==> src/rtl/seq_detector_param.sv <==
// ============================================================================
// seq_detector_param : programmable W-bit symbol sequence detector with
//                      overlap control and saturating match counter.
// Revision 1.0
// ============================================================================
`default_nettype none

module seq_detector_param #(
  parameter int W       = 4,
  parameter int MAX_LEN = 8,
  parameter int CNT_W   = 16
) (
  input  logic                         clk,
  input  logic                         rst,
  input  logic [W-1:0]                 p,
  input  logic                         p_valid,
  input  logic                         cfg_we,
  input  logic [$clog2(MAX_LEN)-1:0]   cfg_idx,
  input  logic [W-1:0]                 cfg_sym,
  input  logic                         len_we,
  input  logic [$clog2(MAX_LEN+1)-1:0] cfg_len,
  input  logic                         overlap,
  input  logic                         arm,
  input  logic                         disarm,
  input  logic                         clr_cnt,
  output logic                         y,
  output logic [CNT_W-1:0]             match_cnt,
  output logic                         armed
);

  localparam int IDX_W = $clog2(MAX_LEN);
  localparam int LEN_W = $clog2(MAX_LEN+1);

  typedef enum logic [0:0] {
    DISARMED = 1'b0,
    ARMED    = 1'b1
  } state_t;

  state_t           state;
  state_t           state_nx;
  logic [W-1:0]     pattern [MAX_LEN];
  logic [W-1:0]     hist    [MAX_LEN];
  logic [W-1:0]     hist_nx [MAX_LEN];
  logic [LEN_W-1:0] len;
  logic [LEN_W-1:0] fill;
  logic [LEN_W-1:0] fill_cnt;
  logic             accept;
  logic             enter_armed;
  logic             seq_eq;
  logic             match;

  always_comb begin
    state_nx = state;
    case (state)
      DISARMED: if (arm && (len != '0)) state_nx = ARMED;
      ARMED:    if (disarm)             state_nx = DISARMED;
      default:                          state_nx = DISARMED;
    endcase
  end

  assign armed       = (state == ARMED);
  assign accept      = (state == ARMED) && p_valid;
  assign enter_armed = (state == DISARMED) && (state_nx == ARMED);

  // hist[0] is the newest symbol; hist_nx is the history as it will look
  // once the current symbol is shifted in.
  assign hist_nx[0] = p;
  for (genvar k = 1; k < MAX_LEN; k++) begin : g_hist
    assign hist_nx[k] = hist[k-1];
  end

  assign fill_cnt = (fill < len) ? fill + LEN_W'(1) : fill;

  // Newest symbol lines up with pattern[len-1], the one before with len-2, ...
  always_comb begin
    seq_eq = 1'b1;
    for (int k = 0; k < MAX_LEN; k++) begin
      if ((k < int'(len)) && (hist_nx[k] != pattern[IDX_W'(int'(len) - 1 - k)]))
        seq_eq = 1'b0;
    end
  end

  assign match = accept && (fill_cnt >= len) && seq_eq;

  always_ff @(posedge clk) begin
    if (rst) begin
      state     <= DISARMED;
      len       <= '0;
      fill      <= '0;
      y         <= 1'b0;
      match_cnt <= '0;
      for (int k = 0; k < MAX_LEN; k++) begin
        pattern[k] <= '0;
        hist[k]    <= '0;
      end
    end else begin
      state <= state_nx;
      y     <= match;

      if (clr_cnt)
        match_cnt <= '0;
      else if (match && (match_cnt != '1))
        match_cnt <= match_cnt + CNT_W'(1);

      if (state == DISARMED) begin
        if (cfg_we && (int'(cfg_idx) < MAX_LEN))
          pattern[cfg_idx] <= cfg_sym;
        if (len_we)
          len <= (int'(cfg_len) > MAX_LEN) ? LEN_W'(MAX_LEN) : cfg_len;
      end

      if (enter_armed)
        fill <= '0;
      else if (accept)
        fill <= (match && !overlap) ? '0 : fill_cnt;

      if (accept) begin
        for (int k = 0; k < MAX_LEN; k++)
          hist[k] <= hist_nx[k];
      end
    end
  end

endmodule

`default_nettype wire

==> config.mk <==
export PLATFORM = sky130hd
export DESIGN_NAME = seq_detector_param
export DESIGN_NICKNAME = d
export VERILOG_FILES = /design/src/rtl/seq_detector_param.sv
export SDC_FILE = /design/constraint.sdc
export NUM_CORES = 1
export LEC_CHECK = 0
export BUFFER_PORTS_ARGS = -buffer_cell sky130_fd_sc_hd__buf_2
export CORE_MARGIN = 1
export CORE_UTILIZATION = 61
export DETAILED_ROUTE_END_ITERATION = 7
export PLACE_DENSITY = 0.81
export REMOVE_ABC_BUFFERS = 1
export SLEW_MARGIN = 20
export SYNTH_ARGS = -nofsm -noshare
export SYNTH_HDL_FRONTEND = slang
export SYNTH_SLANG_ARGS = --single-unit
==> constraint.sdc <==
create_clock -name clk -period 4.6 [get_ports clk]
set_input_delay 0 -clock clk [delete_from_list [all_inputs] [get_ports clk]]
set_output_delay 0 -clock clk [all_outputs]
set_load 0.05 [all_outputs]
==> metrics, run 1 <==
number of global-route vias before repair 3841; most common cell after layout, fill and taps aside edfxtp_1; Leak 2.27 nW; power density normalized to cell area 288 nW/um^2; path type of the worst min-delay path input port to flop; number of max-capacitance violations reported 0; # H-tree levels 3; Chip Width 97.6 um; CTS Buf Count 9; leading area contributor after synthesis edfxtp_1; core area 8760 um^2; ratio of cells with drive above 1 in the final layout 21.6%; Worst Skew 0.0151 ns; number of enable-type register cells in the synthesized netlist 60; post-place setup slack 0.524 ns; Slew headroom 65.9%; Critical Path Max Stage Delay 0.49 ns; count of antenna-violating nets left after detailed routing 0; iteration-0 DRC count of the detailed router 286; cells taking the most area after synthesis edfxtp_1 32%, mux4_2 11%, dfxtp_1 9.3%; DIE HEIGHT 97.6 um; count of different cell masters after synthesis 47; most used flip-flop cell after synthesis edfxtp_1; startpoint class of the critical path flop; post-CTS repair timing setup buffer count 0; post-synthesis async set-or-reset flop share 0%; shortest period the worst path allows 4.17 ns; placed inst area 5830 um^2; wire length of the first global-routing pass 19800 um; number of antenna cells inserted 0; clock latency at the later pin of the worst-skew pair 0.36 ns; Port Buffers 41; highest clock rate 0.240 GHz; path type of the worst setup path flop to flop; Placed Instances 600; detailed-placement wirelength estimate 9140 um; # IOs 42; worst setup margin 0.430 ns; part of the Yosys area used for sequential elements 41.7%; WP data required 4.90 ns; Congestion Overflow GR 0; average instance area after synthesis 12.0 um^2; routed vias 3992; Setup Viol. Count Final 0; crit path cell chain inv_1, ha_1, o21ai_0, nand2b_1, a21o_1, a21oi_1, mux2_2, ha_1, a21o_1, a21o_1, a21oi_1, a211oi_2, nor3b_4, nand2_4, or4_1, a21oi_1; unrepaired setup endpoints after global routing no; cell with the biggest individual delay on the critical path or4_1; Final Total Pwr 1.77 mW; DRT Pass-1 Iters 7; via/cell ratio 6.37; TritonCTS clock tree done; Nets 550; final hold violation count 0; crit path max fanout 16; Layout Area Growth over Synthesis 10.0%; number of pins exceeding their max-slew limit in the final report 0; number of sinks driven by the clock tree 86; crit share post-route 90.6%; Final Non-Filler Cells 627; Filler cells 642; clock slew seen by the registers of the worst setup and hold paths 0.10 ns; WP data arrival 4.47 ns; maximum vdd ir drop 0.000201 V; post-detailed-routing wire length 12300 um; capturing element type of the critical path flop; Top delay family on crit path compound AO/OA/AOI/OAI gates; wire length per cell 19.6 um; pin count of the biggest net entering global routing 42; area of the mapped netlist 5570 um^2; global placement routability congestion 0.933; top library cells by usage in the layout, fill and taps aside 60 x edfxtp_1, 55 x and2_1, 43 x mux2i_1; number of synthesized register bits 86; starting density of the core 63.6%; result of the run completed; slew of the pin with the lowest slew margin 0.498 ns; share of the synthesized area in the top cell type 32.3%; DRC viols 0; count of warnings emitted by yosys 0; CTS root buf clkbuf_8; Resized cells post-CTS 0; GRT Resource Usage Total 27.0%; Core Rows 34; maximum number of buffers from clock root to sink 2; full die area 9520 um^2; antenna violations before repair 0; summed area of non-filler cells in the final layout 6130 um^2; hold-fix buffers at CTS 11; synthesized instance count 465; number of buffers and inverters on the critical path 1
-- Yosys cell counts, types with 4 or more instances --
library cell and n:
edfxtp_1 60, and2_1 55, mux2i_1 43, xor2_1 28, mux4_2 27, dfxtp_1 26
nand2_1 24, nor2_1 23, a21oi_1 15, nand4_1 13, ha_1 12, xnor2_1 12
or2_2 10, nand3_1 8, clkbuf_1 7, inv_1 7, nand2b_1 7, nor2b_1 7
nor3_1 7, or3_1 7, buf_6 6, mux4_1 5, o22ai_1 5, or4_1 5
a221oi_1 4, buf_4 4, o21ai_0 4, o31ai_1 4
-- routing by layer --
layer	part of all wire (%)	up-vias	global-route usage, %	wire (um)
met5	0	-	0	0
met4	2.4	0	9.16	294
met3	7.2	25	5.76	878
met2	49	158	44.6	6020
met1	41	1961	35.7	5060
li1	-	1848	-	-
-- state kept, by name, indices dropped and copies added (netlist names) --
signal	flops
len	4
pattern	32
armed	1
hist	28
fill	4
match_cnt	16
y	1
-- where the power goes --
| group | total [mW] | internal, mW | leakage [nW] | switching, mW |
|---|---|---|---|---|
| registers | 0.886 | 0.858 | 0.827 | 0.0284 |
| clock network | 0.520 | 0.231 | 0.101 | 0.288 |
| logic | 0.361 | 0.167 | 1.34 | 0.195 |
-- cell families after synthesis --
logic type / count (synthesis) / share of synthesized area, %
simple gates: 177 / 18.1
buf+inv: 28 / 3.01
xor+xnor: 44 / 7.88
flops: 86 / 41.7
fa+ha+maj: 12 / 2.70
compound gates: 42 / 5.44
mux: 76 / 21.2
-- through the flow --
step           utilization (%)  hold WS, ns  setup TNS [ns]
5_1_grt                   69.9       0.0203               0
4_1_cts                   69.9       0.0113               0
3_3_place_gp              66.5        0.264               0
2_1_floorplan                -       0.0691          -12.29
3_5_place_dp              66.5        0.275               0
6_report                  69.9       0.0131               0
-- cell type report --
type / count / area, um^2 / area share [%]
clock buffers: 11 / 151 / 2.47
clock inverters: 5 / 37.5 / 0.612
inverters: 9 / 33.8 / 0.551
multi-input cells: 351 / 3080 / 50.3
flip-flops and latches: 86 / 2320 / 37.9
well taps: 108 / 135 / 2.20
repair buffers: 57 / 365 / 5.96
-- worst register-to-register path, cell delays in order (launching register included) --
cell and delay (ns):
dfxtp_1 0.42, inv_1 0.13, ha_1 0.30, o21ai_0 0.08, nand2b_1 0.08, a21o_1 0.20, a21oi_1 0.43, mux2_2 0.41
ha_1 0.27, a21o_1 0.11, a21o_1 0.11, a21oi_1 0.08, a211oi_2 0.27, nor3b_4 0.40, nand2_4 0.18, or4_1 0.50
a21oi_1 0.15
-- worst paths after layout --
path                               startpoint            end  slack [ns]  cells past startpoint
worst min-delay path               cfg_sym[0]  pattern[5][0]        0.01                      2
worst max register to register         len[1]   match_cnt[9]        0.43                     16
worst max-delay path                   len[1]   match_cnt[9]        0.43                     16
worst min register to register  match_cnt[14]  match_cnt[14]        0.49                      2
No activity file was read; power rests on OpenSTA's default activity.
==> run 2, diff against run 1 <==
--- a/config.mk
+++ b/config.mk
@@ -9,8 +9,10 @@
 export CORE_MARGIN = 1
 export CORE_UTILIZATION = 61
 export DETAILED_ROUTE_END_ITERATION = 7
+export MAX_ROUTING_LAYER = met4
 export PLACE_DENSITY = 0.81
 export REMOVE_ABC_BUFFERS = 1
+export SETUP_SLACK_MARGIN = 0.1
 export SLEW_MARGIN = 20
 export SYNTH_ARGS = -nofsm -noshare
 export SYNTH_HDL_FRONTEND = slang
==> run 2 against run 1 <==
Effect of this change: critical path depth did not move; global-route usage up 0.48 points; combinational power hardly changed; sequential cell count is the same; non-clock buffer count unchanged; clock skew is 0.0064 ns higher; critical path type unchanged; critical endpoint unchanged; largest power group unchanged.
==> metrics, run 2 (same netlist as run 1, synthesis figures left out) <==
result of the run completed; hold-fix buffers at CTS 11 (unchanged); crit path cell chain inv_1, ha_1, o21ai_0, nand2b_1, a21o_1, a21oi_1, mux2_2, ha_1, a21o_1, a21o_1, a21oi_1, a211oi_2, nor3b_4, nand2_4, or4_1, a21oi_1; flip-flop count of the largest register, all copies and words added 32 (unchanged); global placement routability congestion 0.950 (+1.8%); worst hold slack 0.0103 ns (-0.00277 ns); antenna violations before repair 0 (unchanged); fin util 70.1% (+0.13 points); Critical Path Max Stage Delay 0.50 ns (about the same); Nets 550 (unchanged); sequential cell fraction of total power 50.0% (-0.2 points); count of antenna-violating nets left after detailed routing 0 (unchanged); internal reg-to-reg setup slack 0.40 ns (-0.03 ns); Placed Instances 600 (unchanged); wire length of the first global-routing pass 19600 um (-0.98%); TritonCTS clock tree done; number of sinks driven by the clock tree 86 (unchanged); setup TNS 0 ns (unchanged); Worst Skew 0.0215 ns (+0.00643 ns); number of pins exceeding their max-slew limit in the final report 0 (unchanged); detailed-placement wirelength estimate 9220 um (+0.92%); Core Rows 34 (unchanged); shortest period the worst path allows 4.20 ns (+0.0267 ns); switching part of the total 28.8% (-0.089 points); Leak 2.27 nW (+0.12%); CTS Buf Count 9 (unchanged); path type of the worst setup path flop to flop; via/cell ratio 6.30 (-1.1%); maximum vdd ir drop 0.000187 V (-7.2%); register containing the most flip-flops in the final layout pattern; crit share post-route 91.2% (+0.58 points); # IOs 42 (unchanged); clock slew seen by the registers of the worst setup and hold paths 0.11 ns (about the same); number of antenna cells inserted 0 (unchanged); highest clock rate 0.238 GHz (-0.64%); final hold violation count 0 (unchanged); wire length per cell 19.4 um (-0.72%); ratio of cells with drive above 1 in the final layout 21.6% (unchanged); Hold Crit Depth 2 (unchanged); Resized cells post-CTS 0 (unchanged); Congestion Overflow GR 0 (unchanged); post-detailed-routing wire length 12200 um (-0.72%); crit path max fanout 16 (unchanged); number of max-capacitance violations reported 0 (unchanged); unrepaired setup endpoints after global routing no; post-CTS repair timing setup buffer count 0 (unchanged); DRC viols 0 (unchanged); starting density of the core 63.6% (unchanged); cells on worst reg2reg path 16 (unchanged); clock latency at the later pin of the worst-skew pair 0.37 ns (about the same); Final Non-Filler Cells 627 (unchanged); Port Buffers 41 (unchanged); full die area 9520 um^2 (unchanged); capturing element type of the critical path flop; most common cell after layout, fill and taps aside edfxtp_1; DIE HEIGHT 97.6 um (unchanged); startpoint class of the critical path flop; Slew headroom 64.5% (-1.4 points); power density normalized to cell area 289 nW/um^2 (+0.11%); number of global-route vias before repair 3835 (-0.16%); CTS root buf clkbuf_8; switching power total 511 uW (about the same); DRT Pass-1 Iters 5 (-2); sink of the worst hold path pattern[2][0]; Chip Width 97.6 um (unchanged); maximum number of buffers from clock root to sink 2 (unchanged); reg2reg start len[1]; Setup Viol. Count Final 0 (unchanged); top library cells by usage in the layout, fill and taps aside 60 x edfxtp_1, 55 x and2_1, 43 x mux2i_1; WP data arrival 4.51 ns (+0.04 ns); part of the power in the clock network 29.8% (+0.4 points); registers with the most flip-flops pattern x32, hist x28, match_cnt x16; iteration-0 DRC count of the detailed router 408 (+43%); pin count of the biggest net entering global routing 42 (unchanged); GRT Resource Usage Total 27.5% (+0.48 points); Comb power frac 20.2% (-0.2 points); summed area of non-filler cells in the final layout 6140 um^2 (+0.18%); routed vias 3950 (-1.1%); Worst Hold Launch cfg_sym[0]; core area 8760 um^2 (unchanged); Layout Area Growth over Synthesis 10.2%; internal cell power 1.26 mW (+0.42%); Filler cells 615 (-4.2%); capture instance of the worst register-to-register path match_cnt[9]; cell with the biggest individual delay on the critical path or4_1; placed inst area 5830 um^2 (unchanged); WP data required 4.91 ns (about the same); # H-tree levels 3 (unchanged); slew of the pin with the lowest slew margin 0.532 ns (+0.0350 ns); path type of the worst min-delay path input port to flop
[run 2: worst max path at each step]
stage / to / slack (ns) / start / cells past startpoint
after global routing: match_cnt[5] / 0.26 / len[1] / 16
after detailed placement: match_cnt[7] / 0.49 / len[1] / 16
after global placement: match_cnt[9] / 0.77 / len[1] / 16
after floorplan: match_cnt[11] / -0.89 / len[0] / 11
after CTS: match_cnt[7] / 0.46 / len[1] / 16
final: match_cnt[9] / 0.40 / len[1] / 16
[run 2: per-stage QoR]
stage	worst slack [ns]	total power [mW]
floorplan	-0.886	1.15
global route	0.262	1.83
finish	0.404	1.77
global placement	0.769	1.24
CTS	0.465	1.78
detailed placement	0.488	1.25
[run 2: critical path: cells and delay by family, from the launching register on]
family | cells | cell delay [ns]
AOI/OAI and AO/OA | 8 | 1.40
and+or+nand+nor | 4 | 1.14
adders and majority gates | 2 | 0.59
DFF | 1 | 0.46
muxes | 1 | 0.41
buffers and inverters | 1 | 0.15
[run 2: routing by layer]
| layer | GRT usage (%) | wire length [um] |
|---|---|---|
| met5 | - | 0 |
| met2 | 45.0 | 6050 |
| met1 | 34.1 | 5040 |
| met3 | 5.25 | 749 |
| met4 | 10.4 | 340 |
[run 2: power groups by stage]
stage | logic [mW] | clock network, mW | registers, mW
6_report | 0.358 | 0.527 | 0.887
2_1_floorplan | 0.255 | 0 | 0.899
5_1_grt | 0.382 | 0.561 | 0.890
3_5_place_dp | 0.347 | 0 | 0.903
4_1_cts | 0.355 | 0.534 | 0.886
3_3_place_gp | 0.337 | 0 | 0.901
[run 2: area by class of cell]
cell class	instances	area [um^2]	share of cell area [%]
Multi-Input combinational cell	351	3080	50.2
Tap cell	108	135	2.20
Sequential cell	86	2320	37.8
Timing Repair Buffer	57	365	5.95
Clock inverter	6	51.3	0.836
Clock buffer	10	149	2.43
Inverter	9	33.8	0.550
==> run 3, diff against run 2 <==
--- a/config.mk
+++ b/config.mk
@@ -10,7 +10,7 @@
 export CORE_UTILIZATION = 61
 export DETAILED_ROUTE_END_ITERATION = 7
 export MAX_ROUTING_LAYER = met4
-export PLACE_DENSITY = 0.81
+export PLACE_DENSITY_LB_ADDON = 0.15
 export REMOVE_ABC_BUFFERS = 1
 export SETUP_SLACK_MARGIN = 0.1
 export SLEW_MARGIN = 20
==> run 3 against run 2 <==
Effect of this change: power is 1.3% lower; count of clock-buffer cells in the layout is 1 higher; first-iteration DRC count is 44% lower; clock power is 4.0% lower; worst setup slack worse by 0.042 ns.
==> metrics, run 3 (same netlist as run 1, synthesis figures left out) <==
result of the run completed; DRC viols 0 (unchanged); unrepaired setup endpoints after global routing no; Placed Instances 600 (unchanged); WP data required 4.88 ns (-0.03 ns); crit path max fanout 16 (unchanged); Chip Width 97.6 um (unchanged); # H-tree levels 3 (unchanged); maximum number of buffers from clock root to sink 2 (unchanged); worst setup margin 0.362 ns (-0.0416 ns); register containing the most flip-flops in the final layout pattern; Nets 550 (unchanged); starting density of the core 63.6% (unchanged); final hold violation count 0 (unchanged); registers with the most flip-flops pattern x32, hist x28, match_cnt x16; number of max-capacitance violations reported 0 (unchanged); path type of the worst min-delay path input port to flop; top library cells by usage in the layout, fill and taps aside 60 x edfxtp_1, 55 x and2_1, 43 x mux2i_1; Layout Area Growth over Synthesis 9.95%; DIE HEIGHT 97.6 um (unchanged); number of buffers and inverters on the critical path 1 (unchanged); count of antenna-violating nets left after detailed routing 0 (unchanged); core area 8760 um^2 (unchanged); wire length per cell 19.5 um (+0.43%); Worst Skew 0.0144 ns (-0.00713 ns); ratio of cells with drive above 1 in the final layout 21.4% (-0.19 points); most common cell after layout, fill and taps aside edfxtp_1; post-place setup slack 0.465 ns (-0.0224 ns); Leak 2.27 nW (about the same); CTS Buf Count 9 (unchanged); number of sinks driven by the clock tree 86 (unchanged); post-detailed-routing wire length 12200 um (+0.43%); fin util 69.9% (-0.17 points); Critical Path Max Stage Delay 0.50 ns (about the same); global placement routability congestion 0.949 (-0.14%); capturing element type of the critical path flop; slew of the pin with the lowest slew margin 0.716 ns (+0.183 ns); Congestion Overflow GR 0 (unchanged); power density normalized to cell area 286 nW/um^2 (-1.0%); Slew headroom 52.3% (-12 points); number of pins exceeding their max-slew limit in the final report 0 (unchanged); wire length of the first global-routing pass 19600 um (+0.11%); maximum vdd ir drop 0.000178 V (-4.5%); startpoint class of the critical path flop; shortest period the worst path allows 4.24 ns (+0.0416 ns); number of global-route vias before repair 3873 (+0.99%); # IOs 42 (unchanged); cell with the biggest individual delay on the critical path or4_1; summed area of non-filler cells in the final layout 6120 um^2 (-0.24%); highest clock rate 0.236 GHz (-0.98%); Top delay family on crit path compound AO/OA/AOI/OAI gates; crit path cell chain inv_1, ha_1, o21ai_0, nand2b_1, a21o_1, a21oi_1, mux2_2, ha_1, a21o_1, a21o_1, a21oi_1, a211oi_2, nor3b_4, nand2_4, or4_1, a21oi_1; hold-fix buffers at CTS 11 (unchanged); placed inst area 5830 um^2 (unchanged); clock slew seen by the registers of the worst setup and hold paths 0.09 ns (-0.02 ns); TritonCTS clock tree done; antenna violations before repair 0 (unchanged); flip-flop count of the largest register, all copies and words added 32 (unchanged); full die area 9520 um^2 (unchanged); Core Rows 34 (unchanged); Resized cells post-CTS 0 (unchanged); number of antenna cells inserted 0 (unchanged); Final Non-Filler Cells 627 (unchanged); post-CTS repair timing setup buffer count 0 (unchanged); path type of the worst setup path flop to flop; pin count of the biggest net entering global routing 33 (-21%); Port Buffers 41 (unchanged); iteration-0 DRC count of the detailed router 227 (-44%); detailed-placement wirelength estimate 9410 um (+2.1%); via/cell ratio 6.20 (-1.6%); WP data arrival 4.52 ns (about the same); Setup Viol. Count Final 0 (unchanged); routed vias 3885 (-1.6%); CTS root buf clkbuf_8; crit share post-route 92.1% (+0.91 points); GRT Resource Usage Total 27.7% (+0.20 points); DRT Pass-1 Iters 4 (-1); clock latency at the later pin of the worst-skew pair 0.35 ns (-0.02 ns)
[run 3: cell count changes in the layout (fill, tap and decap cells not counted), sizes merged]
| cell | before | now |
|---|---|---|
| clkbuf | 10 | 11 |
| clkinv | 4 | 3 |
[run 3: final cells by class]
| type | count | area [um^2] |
|---|---|---|
| Multi-Input combinational cell | 351 | 3080 |
| Fill cell | 628 | 2640 |
| Sequential cell | 86 | 2320 |
| Timing Repair Buffer | 57 | 365 |
| Clock buffer | 11 | 154 |
| Tap cell | 108 | 135 |
| Inverter | 9 | 33.8 |
| Clock inverter | 5 | 31.3 |
[run 3: worst paths after layout]
kind	from	end	slack (ns)	cells after the start
setup / recovery	len[1]	match_cnt[7]	0.36	16
hold / removal	cfg_sym[2]	pattern[3][2]	0.03	2
setup reg to reg	len[1]	match_cnt[7]	0.36	16
hold reg to reg	match_cnt[14]	match_cnt[14]	0.48	2
[run 3: layer usage]
layer	GRT usage, %	up-vias	share of wire, %
li1	-	1840	-
met1	35.9	1877	43
met2	44.7	133	50
met3	3.38	35	4.5
met4	11.2	0	2.7
met5	-	-	0
[run 3: power breakdown]
part,internal [mW],switching [mW],leakage [nW]
combinational,0.167,0.190,1.34
sequential,0.858,0.0287,0.827
clock,0.231,0.275,0.103
[run 3: through the flow]
stage,hold WS (ns),power (mW),setup TNS [ns]
finish,0.0260,1.75,0
detailed placement,0.269,1.25,0
CTS,0.0208,1.75,0
global placement,0.261,1.24,0
floorplan,0.0691,1.15,-12.29
global route,0.0407,1.81,0
[run 3: worst register-to-register path, stage by stage (launching register included)]
cell      delay [ns]
dfxtp_1         0.42
inv_1           0.14
ha_1            0.31
o21ai_0         0.09
nand2b_1        0.09
a21o_1          0.18
a21oi_1         0.38
mux2_2          0.41
ha_1            0.27
a21o_1          0.11
a21o_1          0.14
a21oi_1         0.09
a211oi_2        0.31
nor3b_4         0.41
nand2_4         0.18
or4_1           0.50
a21oi_1         0.17
